===== src/rtl/delay_arc_sequencer.sv =====
// Sequencer for characterizing a 4-input gate: walks tpdr, tpdf, tcdr and tcdf,
// applies setup/launch vectors and times the synchronized gate output per arc.
module delay_arc_sequencer #(
   parameter int SETUP_CYC  = 4,
   parameter int WINDOW_CYC = 8,
   parameter int CNT_W      = 8
) (
   input  logic             clk,
   input  logic             rst_n,
   input  logic             start,
   input  logic             y,
   output logic             A,
   output logic             B,
   output logic             C,
   output logic             D,
   output logic             valid,
   output logic [1:0]       arc,
   output logic             busy,
   output logic             done,
   output logic             meas_valid,
   output logic [CNT_W-1:0] meas_cycles,
   output logic             meas_timeout
);

   localparam logic [2:0] S_IDLE   = 3'd0;
   localparam logic [2:0] S_SETUP  = 3'd1;
   localparam logic [2:0] S_LAUNCH = 3'd2;
   localparam logic [2:0] S_REPORT = 3'd3;
   localparam logic [2:0] S_DONE   = 3'd4;

   localparam logic [CNT_W-1:0] L_SETUP_LAST = CNT_W'(SETUP_CYC - 1);
   localparam logic [CNT_W-1:0] L_WINDOW     = CNT_W'(WINDOW_CYC);

   logic [2:0]       r_state;
   logic [CNT_W-1:0] r_cnt;
   logic [CNT_W-1:0] r_result;
   logic             r_hit;
   logic             r_ysync1;
   logic             r_ysync2;
   logic             r_yref;
   logic [3:0]       r_stim;
   logic [1:0]       r_arc;
   logic             r_valid;
   logic             r_busy;
   logic             r_done;
   logic             r_meas_valid;
   logic [CNT_W-1:0] r_meas_cycles;
   logic             r_meas_timeout;
   logic             w_change;

   // Stimulus table, {A,B,C,D}
   function automatic logic [3:0] setup_vec(input logic [1:0] a);
      case (a)
         2'd0:    setup_vec = 4'b0000;
         2'd1:    setup_vec = 4'b1111;
         2'd2:    setup_vec = 4'b0011;
         default: setup_vec = 4'b0101;
      endcase
   endfunction

   function automatic logic [3:0] launch_vec(input logic [1:0] a);
      case (a)
         2'd0:    launch_vec = 4'b1010;
         2'd1:    launch_vec = 4'b0011;
         2'd2:    launch_vec = 4'b1111;
         default: launch_vec = 4'b0000;
      endcase
   endfunction

   always_ff @(posedge clk or negedge rst_n) begin
      if (!rst_n) begin
         r_ysync1 <= 1'b0;
         r_ysync2 <= 1'b0;
      end else begin
         r_ysync1 <= y;
         r_ysync2 <= r_ysync1;
      end
   end

   // Only the first departure from the reference counts within a window
   assign w_change = (r_ysync2 != r_yref) && !r_hit;

   always_ff @(posedge clk or negedge rst_n) begin
      if (!rst_n) begin
         r_state        <= S_IDLE;
         r_cnt          <= '0;
         r_result       <= '0;
         r_hit          <= 1'b0;
         r_yref         <= 1'b0;
         r_stim         <= 4'b0000;
         r_arc          <= 2'd0;
         r_valid        <= 1'b0;
         r_busy         <= 1'b0;
         r_done         <= 1'b0;
         r_meas_valid   <= 1'b0;
         r_meas_cycles  <= '0;
         r_meas_timeout <= 1'b0;
      end else begin
         r_meas_valid <= 1'b0;
         r_done       <= 1'b0;
         case (r_state)
            S_IDLE: begin
               if (start) begin
                  r_state <= S_SETUP;
                  r_arc   <= 2'd0;
                  r_cnt   <= '0;
                  r_busy  <= 1'b1;
                  r_stim  <= setup_vec(2'd0);
               end
            end
            S_SETUP: begin
               if (r_cnt == L_SETUP_LAST) begin
                  r_state <= S_LAUNCH;
                  r_cnt   <= {{(CNT_W-1){1'b0}}, 1'b1};
                  r_yref  <= r_ysync2;
                  r_hit   <= 1'b0;
                  r_stim  <= launch_vec(r_arc);
                  r_valid <= 1'b1;
               end else begin
                  r_cnt <= r_cnt + 1'b1;
               end
            end
            S_LAUNCH: begin
               if (w_change) begin
                  r_hit    <= 1'b1;
                  r_result <= r_cnt;
               end
               if (r_cnt == L_WINDOW) begin
                  r_state      <= S_REPORT;
                  r_valid      <= 1'b0;
                  r_meas_valid <= 1'b1;
                  // A change seen in the last window cycle still counts
                  if (r_hit) begin
                     r_meas_cycles  <= r_result;
                     r_meas_timeout <= 1'b0;
                  end else if (w_change) begin
                     r_meas_cycles  <= r_cnt;
                     r_meas_timeout <= 1'b0;
                  end else begin
                     r_meas_cycles  <= L_WINDOW;
                     r_meas_timeout <= 1'b1;
                  end
               end else begin
                  r_cnt <= r_cnt + 1'b1;
               end
            end
            S_REPORT: begin
               if (r_arc == 2'd3) begin
                  r_state <= S_DONE;
                  r_busy  <= 1'b0;
                  r_done  <= 1'b1;
               end else begin
                  r_state <= S_SETUP;
                  r_arc   <= r_arc + 2'd1;
                  r_cnt   <= '0;
                  r_stim  <= setup_vec(r_arc + 2'd1);
               end
            end
            S_DONE: begin
               r_state <= S_IDLE;
               r_arc   <= 2'd0;
            end
            default: begin
               r_state <= S_IDLE;
            end
         endcase
      end
   end

   assign A            = r_stim[3];
   assign B            = r_stim[2];
   assign C            = r_stim[1];
   assign D            = r_stim[0];
   assign valid        = r_valid;
   assign arc          = r_arc;
   assign busy         = r_busy;
   assign done         = r_done;
   assign meas_valid   = r_meas_valid;
   assign meas_cycles  = r_meas_cycles;
   assign meas_timeout = r_meas_timeout;

endmodule


===== config.mk =====
export PLATFORM = sky130hd
export DESIGN_NAME = delay_arc_sequencer
export DESIGN_NICKNAME = d
export VERILOG_FILES = /design/src/rtl/delay_arc_sequencer.sv
export SDC_FILE = /design/constraint.sdc
export NUM_CORES = 1
export LEC_CHECK = 0
export ABC_AREA = 1
export BUFFER_PORTS_ARGS = -buffer_cell sky130_fd_sc_hd__buf_2
export CAP_MARGIN = 20
export CORE_ASPECT_RATIO = 1.75
export CORE_MARGIN = 4
export CORE_UTILIZATION = 60
export CTS_BUF_LIST = sky130_fd_sc_hd__clkbuf_8
export CTS_CLUSTER_DIAMETER = 30
export DETAILED_ROUTE_END_ITERATION = 12
export PLACE_DENSITY = 0.77
export SLEW_MARGIN = 20
export SYNTH_ARGS = -nofsm -noshare
export SYNTH_HDL_FRONTEND = slang
export SYNTH_SLANG_ARGS = --single-unit

===== constraint.sdc =====
create_clock -name clk -period 1.7 [get_ports clk]
set_input_delay 0.17 -clock clk [delete_from_list [all_inputs] [get_ports clk]]
set_output_delay 0.17 -clock clk [all_outputs]
set_load 0.1 [all_outputs]

* Word level (Yosys, flattened, before mapping) *
Cells that the tools add are included.

cells by class
  add/subtract/negate cells = 2
  equal/unequal tests = 19
  mux-type cells = 36
  reductions and logical operators = 20

operator list
  operator                                       number
  2-to-1 mux 8 bit                               6
  one-hot mux 4 bit (3 select lines)             3
  one-hot mux 8 bit (4 select lines)             1
  AND reduction 3 bit                            5
  inequality test 2 bit, second input constant   7
  2-to-1 mux 1 bit                               12
  2-to-1 mux 3 bit                               4
  2-to-1 mux 4 bit                               3
  one-hot mux 3 bit (4 select lines)             1
  adder 8 x 1 -> 8 bit, second input constant    1
  == test 8 x 2 -> 1 bit, second input constant  1
  == test 8 x 4 -> 1 bit, second input constant  1
  AND reduction 4 bit                            2
  == test 2 bit, second input constant           3
  == test 3 x 2 -> 1 bit, second input constant  2
  one-hot mux 1 bit (2 select lines)             3
  one-hot mux 2 bit (3 select lines)             1
  AND reduction 2 bit                            3
  nonzero test 3 bit                             2
  == test 2 x 1 -> 1 bit, second input constant  2
  logical NOT 2 bit                              2
  2-to-1 mux 2 bit                               2
  nonzero test 2 bit                             2
  nonzero test 4 bit                             1
  7 further kinds                                7

storage, ports and cells
  bits in registers = 42
  output and inout bits = 19

* Depth between registers and ports, before layout *
Gate-level depths: netlist (run 1).

  depth after elaboration = 5
  gate-level depth with buffers = 9
  depth with buffers taken out = 9

* Worst setup path before layout (run 1) *
Ideal clock, no wire load.

  path type = register to register
  start point = register r_arc[0] (netlist: arc[0])
  end point = register r_stim[1]
  library setup time = 122 ps
  arrival time = 1903 ps
  path slack = -325 ps
  cell stages (with the launch flop) = 10
  path through = dfrtp_1 > inv_1 > ha_1 > inv_1 > nand2_1 > nand2_1 > nand2_1 > nand2_1 > nand4_1 > nand2_1

on the way
  cells in the longest elaborated chain, start to end = 5
  elaborated cells between the ends (all ways) = 15
  classes of those cells = add/sub: 1; eq/ne: 6; mux: 5; reduce/logical: 3

ends and longest elaborated chain
  what                                   line  RTL
  from (decl)                            42    logic [1:0] r_arc;
  from (signal assigned)                 154   r_arc <= r_arc + 2'd1;
  adder 2 x 1 -> 2 bit                   156   r_stim <= setup_vec(r_arc + 2'd1);
  == test 2 bit (tied with other cells)  53    case (a)
  one-hot mux 4 bit (3 select lines)     53
  2-to-1 mux 4 bit                       148   if (r_arc == 2'd3) begin
  one-hot mux 4 bit (3 select lines)     101   case (r_state)
  to (signal assigned)                   108   r_stim <= setup_vec(2'd0);
  to (signal assigned)                   117   r_stim <= launch_vec(r_arc);
  to (signal assigned)                   156
  to (decl)                              41    logic [3:0] r_stim;

Parallel ways exist; a longest one is shown, timed or not. The select of a mux whose other input is x is not followed.
A chain may end at the register's enable or synchronous reset.

* Worst setup path after layout (run 1) *
  start point = register r_cnt[1]
  end point = register r_cnt[2]

on the way
  cells in the longest elaborated chain, start to end = 3
  elaborated cells between the ends (all ways) = 8
  classes of those cells = add/sub: 1; eq/ne: 3; mux: 3; reduce/logical: 1

ends and longest elaborated chain
  what                                                                       line      RTL
  from (decl)                                                                35        logic [CNT_W-1:0] r_cnt;
  from (signal assigned)                                                     114       r_cnt <= {{(CNT_W-1){1'b0}}, 1'b1};
  from (signal assigned)                                                     120       r_cnt <= r_cnt + 1'b1;
  from (signal assigned)                                                     144       r_cnt <= r_cnt + 1'b1;
  adder 8 x 1 -> 8 bit (tied with other cells)                               120, 144
  2-to-1 mux 8 bit (tied with other cells)                                   128       if (r_cnt == L_WINDOW) begin
  one-hot mux 8 bit (4 select lines) or AND reduction 4 bit (tied branches)  --

Parallel ways exist; a longest one is shown, timed or not. The select of a mux whose other input is x is not followed.

==> results of run 1 <==
-- metal layers --
layer  share of wire, %  global-route usage (%)  routed length [um]
met1                 36                    23.8                1640
met2                 57                    43.5                2600
met3                2.8                    3.41                 129
met4                3.4                    12.1                 153
met5                  0                       0                   0
-- logic make-up (layout without fill, tap and decap cells) --
kind of cell	Yosys count	after routing	share of synthesized area (%)
buffers and inverters	33	67	7.34
AND/OR/NAND/NOR	151	151	29.5
flip-flops	42	42	48.2
adder cells (fa/ha/maj)	7	7	4.01
AO/OA/AOI/OAI	33	33	9.35
XOR/XNOR	4	4	1.61
-- metrics by stage --
stage          utilization [%]  total power [mW]  std cells  instance area [um^2]
6_report                  72.0              2.14        349                  2470
5_1_grt                   72.0              2.23        349                  2470
2_1_floorplan                -              1.44        270                  2180
4_1_cts                   71.9              2.16        349                  2470
3_5_place_dp              68.8              1.53        340                  2360
3_3_place_gp              68.8              1.52        340                  2360
-- synth_stat cells, types with 3 or more instances --
cell type	n	area [um^2]
inv_1	20	75.1
o21ai_0	10	50.1
nor2_1	28	105
nand3_2	3	30.0
o21ai_2	9	78.8
buf_6	4	45.0
nand3_1	11	55.1
xor2_1	3	26.3
ha_1	7	87.6
a21oi_1	8	40.0
nand2_1	97	364
inv_2	6	22.5
o21ai_1	4	20.0
dfrtp_1	42	1050
nand4_1	6	37.5
-- power by group --
group | internal [mW] | total, mW | switching, mW
combinational | 0.0767 | 0.424 | 0.348
clock | 0.316 | 0.632 | 0.316
sequential | 1.06 | 1.09 | 0.0309
total | 1.45 | 2.14 | 0.694
-- sequential cells by signal (all words and copies together), names as in the netlist, 2 cells and up --
register	cells
r_state	3
r_stim	4
meas_cycles	8
arc	2
r_result	8
r_cnt	8
-- worst max-delay path, delay by kind of cell (launching register included) --
kind          cells  cell delay, ns
simple gates      6            0.70
buf+inv           2            0.18
fa+ha+maj         1            0.16
flops             1            0.45
-- cell type report --
class,instances,share of cell area (%)
multi-input combinational,195,39.3
clock inverter,1,0.152
clock buffer,6,3.34
inverter,26,3.95
tap,45,2.28
timing repair buffer,34,8.30
sequential,42,42.7
-- how the worst max path moves through the flow --
stage,endpoint,slack (ns),cells after the start
final,r_cnt[2],0.12,9
after global routing,r_cnt[1],0.003,9
after CTS,r_cnt[2],0.11,9
after global placement,r_cnt[1],0.19,9
after detailed placement,r_cnt[2],0.14,9
after floorplan,r_stim[1],0.02,9
-- timing repair --
| action | 4_1_cts | 5_1_grt |
|---|---|---|
| gates resized for setup | 0 | 1 |
| endpoints found under the hold margin | 19 | 0 |
| hold buffers | 2 | 0 |
| setup endpoints to repair | 0 | 4 |
==> results.cfg, run 1 <==
[outcome]
status = finished, final reports clean

[min_path]
min_from = start
hold_depth = 3
min_to = busy
hp-class = in -> reg

[finish]
most-common-layout-cells = nand2_1, dfrtp_1, nor2_1, buf_2, inv_1
fill_cells = 299
areaGrowthSynthToFinish_pct = 13.2
diodes = 0
multi_input_area_um2 = 971
seq_area_um2 = 1050
layout_commonest_cell = nand2_1
drive_above_1_share_pct = 21.4
finalNetCount = 315

[logic_synthesis]
synth_edf_count = 0
ys_async_sr_fraction_pct = 100
syn_area_um2 = 2180
yosysWarnings = 0
synth_ff_type = dfrtp_1
syn_nets = 281
synth_seq_cells = 42
synth_cell_types = 23
synth_area_per_cell_um2 = 8.08
ys_seq_area_share_pct = 48.2
netlist_instances = 270

[placement]
portBuffers = 22
place_ws_ns = 0.142
gp_congestion = 0.958
dpl.hpwl_um = 3530

[worst_setup_path]
reg2reg_from = r_cnt[1]
slowest_stage = dfrtp_2
startpoint = r_cnt[1]
cp_slowest_stage_delay_ns = 0.45
r2r_setup_slack_ns = 0.12
reg2reg_depth = 9
crit_path_end_kind = flop
worstReg2RegEnd = r_cnt[2]
start_kind = flop
cp_cell_sequence = inv_1 -> ha_1 -> nand3_1 -> nor2_2 -> nand2_4 -> nand2_4 -> inv_2 -> nand2_1 -> nand2_1
crit_required_ns = 1.88
cp_max_fo = 13
critical_path_arrival_ns = 1.77
worstSetupPathType = reg -> reg

[sta]
setup_ws_ns = 0.115
rsz0062_at_grt = no
finalSetupTns_ns = 0
fin_skew_ns = 0.00505
drv_slew = 0
hold-worst-slack_ns = 0.176
max_freq_mhz = 631
max_slew.worst_pin.slew_ns = 0.480
finalSetupViolations = 0
period_minus_slack_ns = 1.58
slew_headroom_pct = 67.7
period_share_pct = 93.2
hold_viol = 0

[route]
antenna_left = 0
vias_per_cell = 5.22
drt-pass1-iter-count = 4
wl_um = 4530
dr.first_iter.drc_count = 29
drc = 0
wl_per_cell_um = 13.0
via_count = 1821

[clocking]
cts_buffer_depth = 2
post_cts.repair.setup_buffers = 0
cts_tree = yes
path_clk_slew_ns = 0.07
cts_buffers = 5
clock_sinks = 42
clk_latency_ns = 0.29
clock-root-buffer = clkbuf_8
htreeDepth = 2

[power_and_ir_drop]
ir_drop_mv = 0.631
power.leakage_nw = 1.32
power.density_nw_per_um2 = 867

[global_route]
grt_pass1_wl_um = 7940
track_usage_pct = 23.3
grt-ovfl-total = 0
grt_max_degree = 21
grt_pass1_vias = 1812
grt_antenna_before_repair = 0

[floorplan]
die_w_um = 53.6
rows = 28
die_y_um = 87.8
io_pins = 23
die-area_um2 = 4700
core_area_um2 = 3430
start_util_pct = 63.6

[run]
maxCapViolCount = 0
Power figures use the tool's default switching activity.
==> run 2, diff against run 1 <==
CORE_UTILIZATION = 45   (was 60)
PLACE_DENSITY = 0.6   (was 0.77)
clock period = 1.92 ns   (was 1.7 ns; I/O delays follow)
==> run 2 against run 1 <==
Net effect: via count shrank 4.6%; power shrank 13%; sequential share of layout area up 0.72 points; final area shrank 1.8%; flip-flop and latch count unchanged; count of clock-buffer cells in the layout is 1 lower; die area increased by 29%; register-to-register slack improved by 0.14 ns; global-route usage down 6.0 points.
==> results.cfg, run 2 (synthesis gave the netlist of run 1 again) <==
[worst_setup_path]
worst-path-buf-inv = 2
worstSetupPathType = reg -> reg
cp_cell_sequence = inv_1 -> ha_1 -> nand3_1 -> nor2_2 -> nand2_4 -> nand2_4 -> inv_2 -> nand2_1 -> nand2_1
critical_path_arrival_ns = 1.85
r2r_setup_slack_ns = 0.26
crit_required_ns = 2.11
start_kind = flop
reg2reg_depth = 9
reg2reg_from = r_cnt[0]
cp_max_fo = 13
worstReg2RegEnd = r_cnt[3]
slowest_stage = dfrtp_1
cp_slowest_stage_delay_ns = 0.46
crit_family = simple AND/OR/NAND/NOR gates
crit_path_end_kind = flop

[power_and_ir_drop]
power_mw = 1.86
ir_drop_mv = 0.700
power.density_nw_per_um2 = 766
power.leakage_nw = 1.29

[floorplan]
die_y_um = 100
io_pins = 23
die_w_um = 60.6
rows = 33
die-area_um2 = 6070
core_area_um2 = 4710
start_util_pct = 46.4

[global_route]
grt_antenna_before_repair = 0
grt-ovfl-total = 0
track_usage_pct = 17.3
grt_pass1_vias = 1711
grt_pass1_wl_um = 7890
grt_max_degree = 29

[route]
vias_per_cell = 4.95
dr.first_iter.drc_count = 60
antenna_left = 0
drc = 0
drt-pass1-iter-count = 4
via_count = 1737
wl_um = 4650
wl_per_cell_um = 13.3

[min_path]
hp-class = in -> reg
min_to = busy
hold_depth = 3
min_from = start

[clocking]
cts_tree = yes
cts_buffers = 5
cts_resized = 0
clk_latency_ns = 0.29
clock_sinks = 42
clock-root-buffer = clkbuf_8
cts_buffer_depth = 2
path_clk_slew_ns = 0.08
htreeDepth = 2

[sta]
period_share_pct = 86.6
finalSetupTns_ns = 0
max_freq_mhz = 602
max_slew.worst_pin.slew_ns = 0.629
fin_skew_ns = 0.00271
hold_viol = 0
finalSetupViolations = 0
slew_headroom_pct = 58.1
period_minus_slack_ns = 1.66
drv_slew = 0
rsz0062_at_grt = no

[finish]
diodes = 0
most-common-layout-cells = nand2_1, dfrtp_1, nor2_1, inv_1, buf_2
layout_commonest_cell = nand2_1
drive_above_1_share_pct = 19.1
finalNetCount = 309
areaGrowthSynthToFinish_pct = 11.2

[placement]
gp_congestion = 0.864
dpl.hpwl_um = 3510
portBuffers = 22

[outcome]
status = finished, final reports clean

[run]
maxCapViolCount = 0
run 2: cell count changes in the layout (fill, tap and decap cells not counted), sizes merged:
cell	before	now
clkbuf	6	5
buf	32	26
inv	27	29
run 2: area by class of cell:
type | instances | area [um^2]
clock inverters | 3 | 11.3
fillers | 491 | 2280
flip-flops and latches | 42 | 1050
inverters | 26 | 97.6
well taps | 52 | 65.1
repair buffers | 28 | 160
multi-input cells | 195 | 971
clock buffers | 5 | 68.8
run 2: worst max path at each step:
stage	from	cells after the start	end	slack (ns)
detailed placement	r_cnt[0]	9	r_cnt[3]	0.26
CTS	r_cnt[0]	9	r_cnt[3]	0.25
finish	r_cnt[0]	9	r_cnt[3]	0.26
global route	r_cnt[0]	9	r_cnt[3]	0.09
global placement	r_cnt[0]	9	r_cnt[0]	0.33
floorplan	arc[0]	9	r_stim[1]	0.24
run 2: what timing repair did:
action / in CTS / in global routing
hold endpoints to repair: 28 / 0
hold buffers: 2 / 0
setup buffers: 0 / 0
run 2: routing by layer:
metal | part of all wire [%] | vias up | wire length, um | GRT usage [%]
li1 | - | 903 | - | -
met3 | 3.6 | 7 | 169 | 3.47
met4 | 1.8 | 0 | 83 | 6.01
met2 | 57 | 34 | 2650 | 33.0
met5 | 0 | - | 0 | 0
met1 | 38 | 793 | 1750 | 17.7
run 2: where the power goes:
group	total, mW	internal (mW)	switching, mW
Sequential	0.967	0.934	0.0330
Clock	0.536	0.243	0.293
Combinational	0.358	0.0602	0.298
run 2: stage by stage:
stage	setup WS (ns)	std cells	area (um^2)	hold WS, ns	utilization, %
2_1_floorplan	0.237	270	2180	-0.104	-
3_3_place_gp	0.335	341	2330	0.249	49.4
3_5_place_dp	0.262	341	2330	0.244	49.4
4_1_cts	0.247	351	2430	0.179	51.6
5_1_grt	0.0902	351	2430	0.195	51.6
6_report	0.258	351	2430	0.181	51.6
run 2: worst register-to-register path, cell delays in order (launching register included):
cell and delay [ns]:
dfrtp_1 0.46, inv_1 0.17, ha_1 0.17, nand3_1 0.12, nor2_2 0.18, nand2_4 0.13
nand2_4 0.14, inv_2 0.07, nand2_1 0.07, nand2_1 0.05
==> run 3, diff against run 2 <==
CORE_MARGIN = 1   (was 4)
PLACE_DENSITY = 0.61   (was 0.6)
==> run 3 against run 2 <==
Net effect: first-iteration DRC count down 55%; final area up 1.5%; hold slack improved by 0.012 ns; clock power increased by 22%; utilization increased by 1.3 points; largest power group unchanged; cell count up 0.28%; count of clock-buffer cells in the layout up 3; combinational power about the same; non-clock buffer count rose by 1; critical endpoint is now r_cnt[2]; fmax is 0.27% higher; critical path type unchanged; worst setup slack improved by 0.0044 ns.
==> results.cfg, run 3 (synthesis gave the netlist of run 1 again) <==
[outcome]
status = finished, final reports clean

[clocking]
cts_resized = 0
path_clk_slew_ns = 0.07
cts_tree = yes
cts_buffer_depth = 2
htreeDepth = 2
cts_buffers = 5
ctsHoldBuffers = 2
clock_sinks = 42
clk_latency_ns = 0.29
clock-root-buffer = clkbuf_8
post_cts.repair.setup_buffers = 0

[power_and_ir_drop]
power_mw = 1.98
switchingPower_uw = 624
internal-power_mw = 1.36
seqPwrFrac_pct = 48.9
power.leakage_nw = 1.30
power.density_nw_per_um2 = 804
comb_power_share_pct = 18.1
swShare_pct = 31.5
ir_drop_mv = 0.683
clock_power_share_pct = 33.0

[sta]
setup_ws_ns = 0.262
finalSetupTns_ns = 0
hold_viol = 0
max_slew.worst_pin.slew_ns = 0.488
period_share_pct = 86.3
slew_headroom_pct = 67.5
finalSetupViolations = 0
drv_slew = 0
max_freq_mhz = 603
period_minus_slack_ns = 1.66
fin_skew_ns = 0.00701
rsz0062_at_grt = no

[placement]
portBuffers = 22
place_ws_ns = 0.279
place_area_um2 = 2330
gp_congestion = 0.862
dpl.hpwl_um = 3450

[finish]
layout_commonest_cell = nand2_1
finalNetCount = 310
fin_util_pct = 52.8
diodes = 0
fin_area_um2 = 2460
most-common-layout-cells = nand2_1, dfrtp_1, nor2_1, buf_2, inv_1
drive_above_1_share_pct = 20.3
areaGrowthSynthToFinish_pct = 13.0

[route]
antenna_left = 0
dr.first_iter.drc_count = 27
vias_per_cell = 4.92
via_count = 1732
drt-pass1-iter-count = 4
drc = 0
wl_um = 4510
wl_per_cell_um = 12.8

[worst_setup_path]
critical_path_arrival_ns = 1.84
crit_required_ns = 2.10
slowest_stage = dfrtp_1
start_kind = flop
crit_path_end_kind = flop
cp_cell_sequence = inv_1 -> ha_1 -> nand3_1 -> nor2_2 -> nand2_4 -> nand2_4 -> inv_2 -> nand2_1 -> nand2_1
r2r_setup_slack_ns = 0.26
cp_slowest_stage_delay_ns = 0.45
cp_max_fo = 13
worstSetupPathType = reg -> reg

[global_route]
grt_pass1_wl_um = 7880
use_met1_pct = 22.4
grt-ovfl-total = 0
grt_use_met3_pct = 3.40
grt_antenna_before_repair = 0
grt_most_used_layer = met2
track_usage_pct = 20.7
grt_max_degree = 22
grtUsageMet2_pct = 37.9
grt_pass1_vias = 1760

[floorplan]
rows = 33
die-area_um2 = 5140
io_pins = 23
core_area_um2 = 4670
start_util_pct = 46.8
die_y_um = 94.1
die_w_um = 54.6

[min_path]
hp-class = in -> reg

[run]
maxCapViolCount = 0
[run 3: final cells by class]
cell class,instances,area (um^2)
clock buffer,8,110
inverter,26,97.6
timing repair buffer,29,168
tap,52,65.1
fill,474,2200
sequential,42,1050
multi-input combinational,195,971
[run 3: through the flow]
| step | std cells | hold slack, ns |
|---|---|---|
| 3_5_place_dp | 342 | 0.193 |
| 4_1_cts | 352 | 0.188 |
| 6_report | 352 | 0.193 |
| 2_1_floorplan | 270 | -0.104 |
| 5_1_grt | 352 | 0.240 |
| 3_3_place_gp | 342 | 0.195 |
[run 3: path summary, 6_finish.rpt]
| path | startpoint | endpoint | cells after the start |
|---|---|---|---|
| max in group asynchronous | rst_n | meas_cycles[6] | 3 |
| min reg2reg | r_ysync1 | r_ysync2 | 0 |
| min | start | busy | 3 |
| min in group asynchronous | rst_n | r_result[7] | 2 |
| max | r_cnt[0] | r_cnt[2] | 9 |
| max reg2reg | r_cnt[0] | r_cnt[2] | 9 |
[run 3: power groups by stage]
stage	Sequential, mW	Clock, mW	Combinational [mW]
4_1_cts	0.970	0.675	0.363
3_3_place_gp	0.986	0	0.358
6_report	0.969	0.655	0.358
3_5_place_dp	0.987	0	0.360
5_1_grt	0.978	0.706	0.387
2_1_floorplan	1.19	0	0.0850
[run 3: worst max-delay path, delay by kind of cell, from the launching register on]
kind	cells	cell delay, ns
and+or+nand+nor	6	0.68
DFF	1	0.45
buffers and inverters	2	0.24
adders and majority gates	1	0.17
[run 3: routing by layer]
metal	wire length, um	vias up
li1	-	907
met2	2570	27
met1	1750	791
met4	80	0
met5	0	-
met3	105	7
